**config.mk**
```make
export PLATFORM = sky130hd
export DESIGN_NAME = std_linear_secded_stream_decoder
export DESIGN_NICKNAME = d
export VERILOG_FILES = /design/src/rtl/std_linear_secded_stream_decoder.sv
export SDC_FILE = /design/constraint.sdc
export NUM_CORES = 1
export LEC_CHECK = 0
export CAP_MARGIN = 25
export CORE_MARGIN = 2
export CORE_UTILIZATION = 45
export CTS_CLUSTER_SIZE = 28
export DETAILED_ROUTE_END_ITERATION = 6
export GPL_TIMING_DRIVEN = 0
export PLACE_DENSITY = 0.72
export SYNTH_ARGS = -nofsm -noshare
export SYNTH_HDL_FRONTEND = slang
export SYNTH_SLANG_ARGS = --single-unit
```
**constraint.sdc**
```tcl
create_clock -name i_clk -period 6.2 [get_ports i_clk]
set_input_delay 0.93 -clock i_clk [delete_from_list [all_inputs] [get_ports i_clk]]
set_output_delay 0.93 -clock i_clk [all_outputs]
set_load 0.02 [all_outputs]
```
**src/rtl/std_linear_secded_stream_decoder.sv**
```systemverilog
// Streaming SECDED decoder: SEC-layout Hamming codeword plus an overall parity bit,
// behind a 1- or 2-stage valid/ready pipeline with saturating error counters.
module std_linear_secded_stream_decoder #(
    parameter int  P      = 4,
    parameter int  STAGES = 2,
    parameter int  CNT_W  = 16,
    localparam int N      = (1 << P) - 1 - P,
    localparam int K      = N + P
) (
    input  logic             i_clk,
    input  logic             i_rst,
    input  logic             i_valid,
    output logic             o_ready,
    input  logic [K:0]       i_codeword,
    output logic             o_valid,
    input  logic             i_ready,
    output logic [N-1:0]     o_word,
    output logic [P-1:0]     o_syndrome,
    output logic             o_corrected,
    output logic             o_uncorrectable,
    input  logic             i_clear,
    output logic [CNT_W-1:0] o_cnt_corrected,
    output logic [CNT_W-1:0] o_cnt_uncorrectable
);

    // Codeword bit index of the j-th data bit: the non-power-of-two Hamming positions.
    function automatic int data_pos(int j);
        int cnt;
        cnt = 0;
        for (int i = 0; i < K; i++) begin
            if (((i + 1) & i) != 0) begin
                if (cnt == j) return i;
                cnt++;
            end
        end
        return 0;
    endfunction

    logic [P-1:0] in_syn;
    logic         in_q;
    logic [N-1:0] in_data;

    always_comb begin
        in_syn = '0;
        for (int i = 0; i < K; i++)
            if (i_codeword[i]) in_syn = in_syn ^ P'(i + 1);
        in_q = ^i_codeword;
        for (int j = 0; j < N; j++)
            in_data[j] = i_codeword[data_pos(j)];
    end

    logic [N-1:0] dec_data;
    logic [P-1:0] dec_syn;
    logic         dec_q;
    logic         dec_valid;
    logic         out_free;

    assign out_free = !o_valid || i_ready;

    generate
        if (STAGES == 2) begin : g_two
            logic         s1_valid;
            logic [N-1:0] s1_data;
            logic [P-1:0] s1_syn;
            logic         s1_q;

            // Stage 1 holds extracted data with its syndrome and parity check.
            always_ff @(posedge i_clk or posedge i_rst) begin
                if (i_rst) begin
                    s1_valid <= 1'b0;
                    s1_data  <= '0;
                    s1_syn   <= '0;
                    s1_q     <= 1'b0;
                end else if (o_ready) begin
                    s1_valid <= i_valid;
                    if (i_valid) begin
                        s1_data <= in_data;
                        s1_syn  <= in_syn;
                        s1_q    <= in_q;
                    end
                end
            end

            assign o_ready   = !s1_valid || out_free;
            assign dec_data  = s1_data;
            assign dec_syn   = s1_syn;
            assign dec_q     = s1_q;
            assign dec_valid = s1_valid;
        end else begin : g_one
            assign o_ready   = out_free;
            assign dec_data  = in_data;
            assign dec_syn   = in_syn;
            assign dec_q     = in_q;
            assign dec_valid = i_valid;
        end
    endgenerate

    logic [K-1:0] flip;
    logic [N-1:0] word;
    logic         corr;
    logic         unc;

    // A nonzero syndrome outside [1,K] matches no flip bit and is reported uncorrectable.
    always_comb begin
        flip = '0;
        for (int i = 0; i < K; i++)
            flip[i] = (dec_syn == P'(i + 1));
        for (int j = 0; j < N; j++)
            word[j] = dec_data[j] ^ (dec_q & flip[data_pos(j)]);
        corr = dec_q && ((dec_syn == '0) || (|flip));
        unc  = (dec_syn != '0) && !(dec_q && (|flip));
    end

    always_ff @(posedge i_clk or posedge i_rst) begin
        if (i_rst) begin
            o_valid             <= 1'b0;
            o_word              <= '0;
            o_syndrome          <= '0;
            o_corrected         <= 1'b0;
            o_uncorrectable     <= 1'b0;
            o_cnt_corrected     <= '0;
            o_cnt_uncorrectable <= '0;
        end else begin
            if (out_free) o_valid <= dec_valid;
            if (out_free && dec_valid) begin
                o_word          <= word;
                o_syndrome      <= dec_syn;
                o_corrected     <= corr;
                o_uncorrectable <= unc;
            end
            // Clear wins over an increment landing on the same edge.
            if (i_clear) begin
                o_cnt_corrected     <= '0;
                o_cnt_uncorrectable <= '0;
            end else if (o_valid && i_ready) begin
                if (o_corrected && !(&o_cnt_corrected))
                    o_cnt_corrected <= o_cnt_corrected + 1'b1;
                if (o_uncorrectable && !(&o_cnt_uncorrectable))
                    o_cnt_uncorrectable <= o_cnt_uncorrectable + 1'b1;
            end
        end
    end

endmodule

```
### After elaboration in Yosys (flattened, before gate mapping)

Index checks and enable logic that the tools add are counted.
Widths: inputs -> output; s select.

* latch bits: 0
* bits in read-only memories: 0
* flip-flop bits (word level): 67
* bits of input ports: 21
* memories kept: 0
* word-level logic and storage cells: 112
* output and inout bits: 51
* memory bits (writable): 0

* muxes and demuxes: 21
* div/mod/pow operators: 0
* magnitude comparators: 0
* equality and inequality tests: 15
* shift operators: 0
* add/sub/neg operators: 2
* bitwise gates (word level): 36
* reduce and logical (&&, ||, !) cells: 27
* multipliers: 0

Operator list (count)
* $mux 16: 6
* $add 16x1->16 const B: 2
* $eq 4x4->1 const B: 8
* $mux 4: 8
* $reduce_and 16->1: 2
* $eq 4x3->1 const B: 4
* $reduce_xor 16->1: 1
* $reduce_or 15->1: 1
* $mux 3: 4
* $not 2->2: 6
* $not 3->3: 4
* $and 1x1->1: 11
* $xor 1x1->1: 11
* $eq 4x2->1 const B: 2
* $logic_and 1x1->1: 7
* $reduce_and 2->1: 3
* $reduce_bool 2->1: 3
* $logic_not 1->1: 5
* $eq 4x1->1 const B: 1
* $logic_not 4->1: 1
* $mux 2: 2
* $not 4->4: 1
* $reduce_bool 4->1: 1
* $logic_or 1x1->1: 3
* 2 further kinds: 4

### Logic depth before layout (Yosys ltp)

Gate-level depths: netlist of the first run.

* depth after elaboration: 26
* depth in mapped cells: 6
* depth with buffers taken out: 6

### Worst setup path before layout of the first run

Ideal clock, no wire load.

* path kind: input to output
* start point: in i_ready
* end point: out o_ready
* path buffers: 0
* arrival: 1213 ps
* slack: 4057 ps
* required time: 5270 ps
* cell stages on the path: 1
* cells stage by stage: nand3b_1

* longest elaborated chain between the ends: 2

RTL lines
* start, declared: line 16 `input logic i_ready,`
* $logic_or 1x1->1: line 58 `assign out_free = !o_valid || i_ready;`
* $logic_or 1x1->1: line 84 `assign o_ready = !s1_valid || out_free;`
* end, declared: line 13 `output logic o_ready,`

No other way between the ends.

### Final worst setup path of the first run

Same ends and word-level chain as after synthesis.

==> results.ini, run 1 <==
[outcome]
status = finished, final reports clean

[timing]
setup_viol = 0
rsz0062_at_grt = false
setup_tns_ns = 0
fmaxAchievable_mhz = 304
worst_hold_slack_ns = 0.482
drv_slew = 0
final.setup_skew_ns = 0.00613
final_hold_viol_count = 0
finalCritPeriodShare_pct = 53.0
fin_crit_ns = 3.29
worst_slew_pin_slew_ns = 0.752
relSlewSlack_pct = 49.8

[synthesis]
synth_xor_xnor_area_share_pct = 17.2
synth_top_area_cell = dfrtp_1
synth_compound_area_share_pct = 6.30
ys_types = 45
ys_top_cells_by_area = dfrtp_1 48%, xnor2_1 12%, nor2_1 5.7%, mux2_2 5.5%, xor2_1 3.5%
synthAdderAreaFrac_pct = 0.720
synthMuxAreaShare_pct = 6.38
netlist_instances = 331
ys_seq_area_share_pct = 48.3
ys_ff_latch = 67
ys_warn_count = 0
synth_top_area_share_pct = 48.3
synth.cell_area_mm2 = 0.00347
synthSimpleGateAreaFrac_pct = 19.5
synth_top_family_by_area = simple AND/OR/NAND/NOR gates
syn_area_per_cell_um2 = 10.5
syn_nets = 354

[drt]
postRouteAntennaNets = 0
vias_per_cell = 5.14
dr_total_vias = 2668
first_iter_violations = 109
drc = 0
post_drt_wl_per_cell_um = 14.0
routed_wl_mm = 7.27
dr.pass1.iters = 4

[grt]
grt-ovfl-total = 0
antenna_found_initial = 0
grt_pass1_vias = 2545
grt_pass1_wl_mm = 12.2
grt_max_degree = 36
track_usage_pct = 18.4

[place]
gp_congestion = 0.816
dp_cells = 505
hpwl_mm = 5.53
port_buffers = 71

[power]
power_leakage_nw = 1.79
powerDensity_mw_per_mm2 = 277
total_power_mw = 1.25
vdd_drop_max_mv = 0.142

[clock_network]
cts_setup_buffers = 0
htree_levels = 3
clock-root-buffer = clkbuf_8
clk_latency_ns = 0.33
cts.sinks = 67
hold_buffers = 0
cts_tree = built
cts.clk_slew.worst_paths_ns = 0.07
cts_buffers = 9
post_cts_resized = 0
clk_path_buf_depth = 2

[setup_path]
timing.rr.end = o_cnt_uncorrectable[8]
worstPathMaxFanout = 6
critPathRequiredTime_ns = 5.27
ff2ff_setup_slack_ns = 4.31
critPathArrivalTime_ns = 2.36
end_kind = output port
critPathLaunchType = input pin
r2r_start = o_cnt_uncorrectable[0]
r2r_cells = 6
critPathKind = input pin to output port

[layout]
layout_commonest_cell = clkdlybuf4s50_1
final_cell_mix = 71 x clkdlybuf4s50_1, 67 x dfrtp_1, 53 x nor2_1, 48 x xnor2_1, 17 x mux2_2
diodes = 0
seqCellArea_mm2 = 0.00168
drive_gt1_share_pct = 10.6
syn_to_final_growth_pct = 30.1
multi_input_area_mm2 = 0.00174
nFillCells = 666
instances_no_fill = 519
fin_nets = 437

[floorplan]
die_h_um = 91.9
ios = 72
row_count = 32
core_area_mm2 = 0.00761
die-area_mm2 = 0.00844
die_w_um = 91.9
start_util_pct = 45.7

[min_path]
hp-start = dec_valid
min_to = o_valid
min_path_type = flop to flop
whs_path_depth = 1

[flow_run]
drv_cap = 0

[final cells by class]
| cell class | count | share of cell area [%] |
|---|---|---|
| Clock buffer | 13 | 3.96 |
| Multi-Input combinational cell | 250 | 38.5 |
| Sequential cell | 67 | 37.1 |
| Buffer | 10 | 0.886 |
| Tap cell | 102 | 2.82 |
| Clock inverter | 1 | 0.166 |
| Timing Repair Buffer | 72 | 16.2 |
| Inverter | 4 | 0.332 |
[layer usage]
metal / vias to the layer above / wire (µm) / global-route usage, %
met4: 0 / 107 / 6.72
met3: 9 / 253 / 3.45
met2: 64 / 3670 / 32.0
li1: 1315 / - / -
met5: - / 0 / 0
met1: 1280 / 3240 / 22.9
[synth_stat cells, drive strengths merged]
cell type	instances
or2	2
nand3	16
o2111ai	1
o21bai	1
nor4	4
buf	4
nor2b	1
and4	4
nand2b	5
and2	4
o21ai	5
and3	7
nor3	4
inv	4
o211a	2
a211oi	9
a21boi	1
xnor2	50
nand4	10
nand3b	3
dfrtp	67
a31oi	1
o211ai	1
xor2	14
nand2	12
nor4b	1
nand4b	1
mux2i	3
ha	2
nor2	53
a21oi	13
xnor3	1
mux2	17
clkbuf	6
nor3b	2
[metrics by stage]
| stage | utilization (%) | area, µm² | worst slack (ns) |
|---|---|---|---|
| 4_1_cts | 59.4 | 4520 | 2.89 |
| 3_3_place_gp | 56.7 | 4310 | 2.47 |
| 5_1_grt | 59.4 | 4520 | 2.83 |
| 2_1_floorplan | - | 3470 | 3.59 |
| 6_report | 59.4 | 4520 | 2.91 |
| 3_5_place_dp | 56.9 | 4330 | 2.89 |
[worst max-delay path by stage]
stage / cells after the start / end / from
after floorplan: 1 / dec_data[0] / i_rst
after global placement: 2 / o_cnt_uncorrectable[4] / i_rst
after detailed placement: 3 / o_ready / i_ready
after CTS: 3 / o_ready / i_ready
after global routing: 3 / o_ready / i_ready
final: 3 / o_ready / i_ready
[cell families (layout without fill, tap and decap cells)]
kind of cell,count (synthesis),after routing
buf+inv,14,100
flops,67,67
fa+ha+maj,2,2
mux,20,20
simple gates,129,129
xor+xnor,65,65
compound gates,34,34
[sequential cells by signal (all words and copies together) (netlist names)]
signal	flops
o_valid	1
dec_q	1
o_cnt_uncorrectable	16
o_syndrome	4
o_cnt_corrected	16
o_word	11
dec_data	11
o_uncorrectable	1
o_corrected	1
dec_syn	4
dec_valid	1
[where the power goes]
part / leakage, nW / total, mW / internal (mW) / switching (mW)
Sequential: 0.851 / 0.569 / 0.502 / 0.0670
Combinational: 0.850 / 0.342 / 0.177 / 0.165
Clock: 0.0936 / 0.339 / 0.185 / 0.155
Total: 1.79 / 1.25 / 0.864 / 0.386
[worst max-delay path: stages]
cell and delay [ns]:
clkdlybuf4s50_1 0.58, nand3b_1 0.21, clkdlybuf4s50_1 0.63
No activity file was read; power rests on OpenSTA's default activity.
==> inputs of run 2 (changes only) <==
--- a/config.mk
+++ b/config.mk
@@ -11,7 +11,7 @@
 export CTS_CLUSTER_SIZE = 28
 export DETAILED_ROUTE_END_ITERATION = 6
 export GPL_TIMING_DRIVEN = 0
-export PLACE_DENSITY = 0.72
+export PLACE_DENSITY = 0.74
 export SYNTH_ARGS = -nofsm -noshare
 export SYNTH_HDL_FRONTEND = slang
 export SYNTH_SLANG_ARGS = --single-unit
==> constraint.sdc (replaced) <==
create_clock -name i_clk -period 2.66 [get_ports i_clk]
set_input_delay 0.399 -clock i_clk [delete_from_list [all_inputs] [get_ports i_clk]]
set_output_delay 0.399 -clock i_clk [all_outputs]
set_load 0.02 [all_outputs]
==> results.ini, run 2 (synthesized netlist as in run 1, its figures left out) <==
[clock_network]
cts_tree = built
cts_buffers = 9  ; unchanged
hold_buffers = 0  ; unchanged
post_cts_resized = 0  ; unchanged
cts.sinks = 67  ; unchanged
clock-root-buffer = clkbuf_8
clk_path_buf_depth = 2  ; unchanged
htree_levels = 3  ; unchanged
clk_latency_ns = 0.34  ; about the same
cts.clk_slew.worst_paths_ns = 0.07  ; about the same
cts_setup_buffers = 0  ; unchanged

[power]
power_leakage_nw = 1.78  ; -0.67%
vdd_drop_max_mv = 0.459  ; +220%
powerDensity_mw_per_mm2 = 628  ; +130%

[timing]
finalCritPeriodShare_pct = 83.5
worst_slew_pin_slew_ns = 0.722  ; -0.0297 ns
final.setup_skew_ns = 0.0115  ; +0.00538 ns
relSlewSlack_pct = 51.8  ; +2.0 points
worst_hold_slack_ns = 0.487  ; +0.00505 ns
drv_slew = 0  ; unchanged
final_hold_viol_count = 0  ; unchanged
setup_tns_ns = 0  ; unchanged
fin_crit_ns = 2.22
fmaxAchievable_mhz = 450
rsz0062_at_grt = false
setup_ws_ns = 0.438  ; -2.47 ns
setup_viol = 0  ; unchanged

[drt]
first_iter_violations = 117  ; +7.3%
post_drt_wl_per_cell_um = 14.0  ; -0.34%
vias_per_cell = 5.13  ; -0.30%
drc = 0  ; unchanged
dr.pass1.iters = 4  ; unchanged
routed_wl_mm = 7.25  ; -0.34%
dr_total_vias = 2660  ; -0.30%
postRouteAntennaNets = 0  ; unchanged

[layout]
seqCellArea_mm2 = 0.00168  ; unchanged
largestRegisters = o_cnt_corrected x16, o_cnt_uncorrectable x16
final_cell_mix = 71 x clkdlybuf4s50_1, 67 x dfrtp_1, 53 x nor2_1, 48 x xnor2_1, 17 x mux2_2
multi_input_area_mm2 = 0.00174  ; unchanged
diodes = 0  ; unchanged
instances_no_fill = 519  ; unchanged
syn_to_final_growth_pct = 29.0
layout_commonest_cell = clkdlybuf4s50_1
nFillCells = 664  ; -0.30%
drive_gt1_share_pct = 10.3  ; -0.24 points
fin_nets = 437  ; unchanged

[setup_path]
critPathLaunchType = input pin
critPathKind = input pin to output port
end_kind = output port
critPathRequiredTime_ns = 2.26  ; -3.01 ns
critPathArrivalTime_ns = 1.82  ; -0.54 ns
worstPathMaxFanout = 6  ; unchanged
r2r_cells = 6  ; unchanged

[floorplan]
die_w_um = 91.9  ; unchanged
start_util_pct = 45.7  ; unchanged
row_count = 32  ; unchanged
die-area_mm2 = 0.00844  ; unchanged
ios = 72  ; unchanged
core_area_mm2 = 0.00761  ; unchanged
die_h_um = 91.9  ; unchanged

[min_path]
whs_path_depth = 1  ; unchanged
min_path_type = flop to flop

[place]
hpwl_mm = 5.44  ; -1.6%
port_buffers = 71  ; unchanged
gp_congestion = 0.832  ; +1.9%
preCtsSetupSlack_ns = 0.360  ; -2.53 ns
dp_cells = 505  ; unchanged

[grt]
grt_max_degree = 36  ; unchanged
grt_pass1_wl_mm = 12.6  ; +3.7%
grt-ovfl-total = 0  ; unchanged
antenna_found_initial = 0  ; unchanged
grt_pass1_vias = 2716  ; +6.7%
track_usage_pct = 18.9  ; +0.42 points

[outcome]
status = finished, final reports clean

[flow_run]
drv_cap = 0  ; unchanged

## run 2: cell types whose count changed in the layout (fill, tap and decap cells not counted), sizes merged
cell / delta
clkinvlp: -1
clkbuf: -3
clkinv: +4
## run 2: metal layers
| layer | track usage, % | routed length [µm] | up-vias |
|---|---|---|---|
| met2 | 30.9 | 3400 | 62 |
| li1 | - | - | 1310 |
| met1 | 24.4 | 3430 | 1275 |
| met3 | 3.20 | 248 | 13 |
| met4 | 8.83 | 167 | 0 |
| met5 | 0 | 0 | - |
## run 2: path summary, 6_finish.rpt
kind / startpoint / slack [ns] / to
setup / recovery: i_ready / 0.44 / o_ready
hold / removal: dec_valid / 0.49 / o_valid
setup reg to reg: o_cnt_uncorrectable[0] / 0.72 / o_cnt_uncorrectable[8]
hold reg to reg: dec_valid / 0.49 / o_valid
max in group asynchronous: i_rst / 1.52 / o_corrected
min in group asynchronous: i_rst / 0.50 / o_cnt_uncorrectable[15]
## run 2: cell type report
| class | count | area share, % |
|---|---|---|
| sequential | 67 | 37.4 |
| timing repair buffer | 72 | 16.3 |
| clock buffer | 10 | 2.85 |
| multi-input combinational | 250 | 38.9 |
| clock inverter | 4 | 0.447 |
| inverter | 4 | 0.335 |
| tap | 102 | 2.85 |
| buffer | 10 | 0.894 |
## run 2: power by group
part | internal, mW | switching (mW) | total [mW]
sequential | 1.17 | 0.152 | 1.32
clock | 0.321 | 0.367 | 0.688
combinational | 0.414 | 0.389 | 0.803
## run 2: worst max-delay path: stages
cell,delay (ns)
clkdlybuf4s50_1,0.58
nand3b_1,0.20
clkdlybuf4s50_1,0.64
## run 2: stage by stage
stage                     power [mW]  utilization, %  instance area [µm²]
final                           2.81            58.9                 4480
after global placement          2.12            56.7                 4310
after floorplan                 1.79               -                 3470
after global routing            2.98            58.9                 4480
after CTS                       2.84            58.9                 4480
after detailed placement        2.15            56.9                 4330
==> inputs of run 3 (changes only) <==
==> constraint.sdc (replaced) <==
create_clock -name i_clk -period 2 [get_ports i_clk]
set_input_delay 0.3 -clock i_clk [delete_from_list [all_inputs] [get_ports i_clk]]
set_output_delay 0.3 -clock i_clk [all_outputs]
set_load 0.02 [all_outputs]
==> results.ini, run 3 (synthesized netlist as in run 1, its figures left out) <==
[outcome]
status = finished, final reports clean

[place]
gp_congestion = 0.832  ; unchanged
port_buffers = 71  ; unchanged
hpwl_mm = 5.44  ; unchanged

[floorplan]
die_w_um = 91.9  ; unchanged
die-area_mm2 = 0.00844  ; unchanged
die_h_um = 91.9  ; unchanged
core_area_mm2 = 0.00761  ; unchanged
start_util_pct = 45.7  ; unchanged
ios = 72  ; unchanged
row_count = 32  ; unchanged

[timing]
finalCritPeriodShare_pct = 89.7
setup_tns_ns = 0  ; unchanged
final_hold_viol_count = 0  ; unchanged
fmaxAchievable_mhz = 558
worst_slew_pin_slew_ns = 0.724  ; +0.00209 ns
drv_slew = 0  ; unchanged
relSlewSlack_pct = 51.6  ; -0.14 points
final.setup_skew_ns = 0.0123  ; +0.000789 ns
setup_viol = 0  ; unchanged
fin_crit_ns = 1.79
rsz0062_at_grt = false

[setup_path]
critPathLaunchType = flop
ff2ff_setup_slack_ns = 0.22  ; -0.50 ns
worst_path_largest_cell_delay_ns = 0.66  ; +0.02 ns
timing.rr.end = o_cnt_uncorrectable[0]
r2r_start = o_cnt_uncorrectable[0]
end_kind = output port
worstPathMaxFanout = 7  ; +1
crit_family = buffers and inverters
critical_path_buf_inv_count = 1  ; -1
critPathKind = flop to output port
critPathRequiredTime_ns = 1.70  ; -0.56 ns
critPathSlowestCell = clkdlybuf4s50_1
critPathArrivalTime_ns = 1.49  ; -0.33 ns
r2r_cells = 6  ; unchanged
path_cells = clkdlybuf4s50_1

[layout]
diodes = 0  ; unchanged
layout_commonest_cell = clkdlybuf4s50_1
fin_nets = 437  ; unchanged
drive_gt1_share_pct = 10.6  ; +0.24 points
syn_to_final_growth_pct = 29.1  ; about the same
final_cell_mix = 70 x clkdlybuf4s50_1, 67 x dfrtp_1, 53 x nor2_1, 48 x xnor2_1, 17 x mux2_2
largestRegisters = o_cnt_corrected x16, o_cnt_uncorrectable x16

[grt]
track_usage_pct = 18.9  ; unchanged
grt-ovfl-total = 0  ; unchanged
grt_pass1_vias = 2716  ; unchanged
grt_pass1_wl_mm = 12.6  ; unchanged
antenna_found_initial = 0  ; unchanged
grt_max_degree = 36  ; unchanged

[drt]
dr_total_vias = 2664  ; +0.15%
drc = 0  ; unchanged
postRouteAntennaNets = 0  ; unchanged
routed_wl_mm = 7.25  ; about the same
dr.pass1.iters = 4  ; unchanged
post_drt_wl_per_cell_um = 14.0  ; about the same
first_iter_violations = 136  ; +16%
vias_per_cell = 5.13  ; +0.15%

[clock_network]
cts_setup_buffers = 0  ; unchanged
cts.sinks = 67  ; unchanged
htree_levels = 3  ; unchanged
clk_latency_ns = 0.34  ; about the same
hold_buffers = 0  ; unchanged
clock-root-buffer = clkbuf_8
cts_tree = built
clk_path_buf_depth = 2  ; unchanged
cts_buffers = 9  ; unchanged
cts.clk_slew.worst_paths_ns = 0.08  ; about the same

[power]
powerDensity_mw_per_mm2 = 835  ; +33%
vdd_drop_max_mv = 0.612  ; +33%
total_power_mw = 3.74  ; +33%
power_leakage_nw = 1.78  ; about the same

[flow_run]
drv_cap = 0  ; unchanged

[min_path]
min_path_type = input pin to asynchronous set/reset pin

[run 3: changes by cell type in the layout (fill, tap and decap cells not counted)]
cell	change
clkdlybuf4s50_1	-1
nor3_2	+1
dlygate4sd2_1	+1
nor3_1	-1
[run 3: worst max path at each step]
stage | start | to | cells past startpoint
final | o_cnt_uncorrectable[0] | o_cnt_uncorrectable[0] | 1
after global routing | o_cnt_corrected[9] | o_cnt_corrected[2] | 5
after CTS | o_cnt_uncorrectable[0] | o_cnt_uncorrectable[8] | 6
after detailed placement | i_ready | o_cnt_uncorrectable[8] | 6
after global placement | i_rst | o_cnt_uncorrectable[4] | 2
after floorplan | i_rst | dec_data[0] | 1
[run 3: report_power, final]
part | internal (mW) | switching (mW) | leakage (nW)
registers | 1.55 | 0.202 | 0.851
logic | 0.549 | 0.517 | 0.849
clock network | 0.427 | 0.492 | 0.0815
total | 2.53 | 1.21 | 1.78
[run 3: what timing repair did]
| item | in CTS | in global routing |
|---|---|---|
| setup endpoints to repair | 1 | 8 |
| hold endpoints to repair | 0 | 0 |
| pin swaps | 0 | 1 |
| resized for setup | 1 | 1 |
[run 3: final cells by class]
class                      count  area (µm²)
sequential                    67        1680
tap                          102         128
buffer                        10        40.0
multi-input combinational    250        1750
inverter                       4        15.0
fill                         665        3120
clock buffer                  10         128
timing repair buffer          72         729
clock inverter                 4        20.0
[run 3: metal layers]
| layer | part of all wire, % | GRT usage (%) | up-vias |
|---|---|---|---|
| met5 | 0 | 0 | - |
| met3 | 4.2 | 3.20 | 13 |
| met1 | 46 | 24.4 | 1273 |
| met2 | 47 | 30.9 | 69 |
| met4 | 2.2 | 8.83 | 0 |
| li1 | - | - | 1309 |
[run 3: through the flow]
| step | util, % | hold slack (ns) | instances | setup WS [ns] | instance area [µm²] |
|---|---|---|---|---|---|
| after detailed placement | 56.9 | 0.472 | 505 | -0.201 | 4330 |
| after CTS | 58.9 | 0.420 | 519 | 0.131 | 4480 |
| after global placement | 56.7 | 0.455 | 504 | -1.10 | 4310 |
| final | 58.9 | 0.403 | 519 | 0.207 | 4480 |
| after floorplan | - | 0.372 | 331 | 0.0168 | 3470 |
| after global routing | 58.9 | 0.472 | 519 | 0.00922 | 4480 |
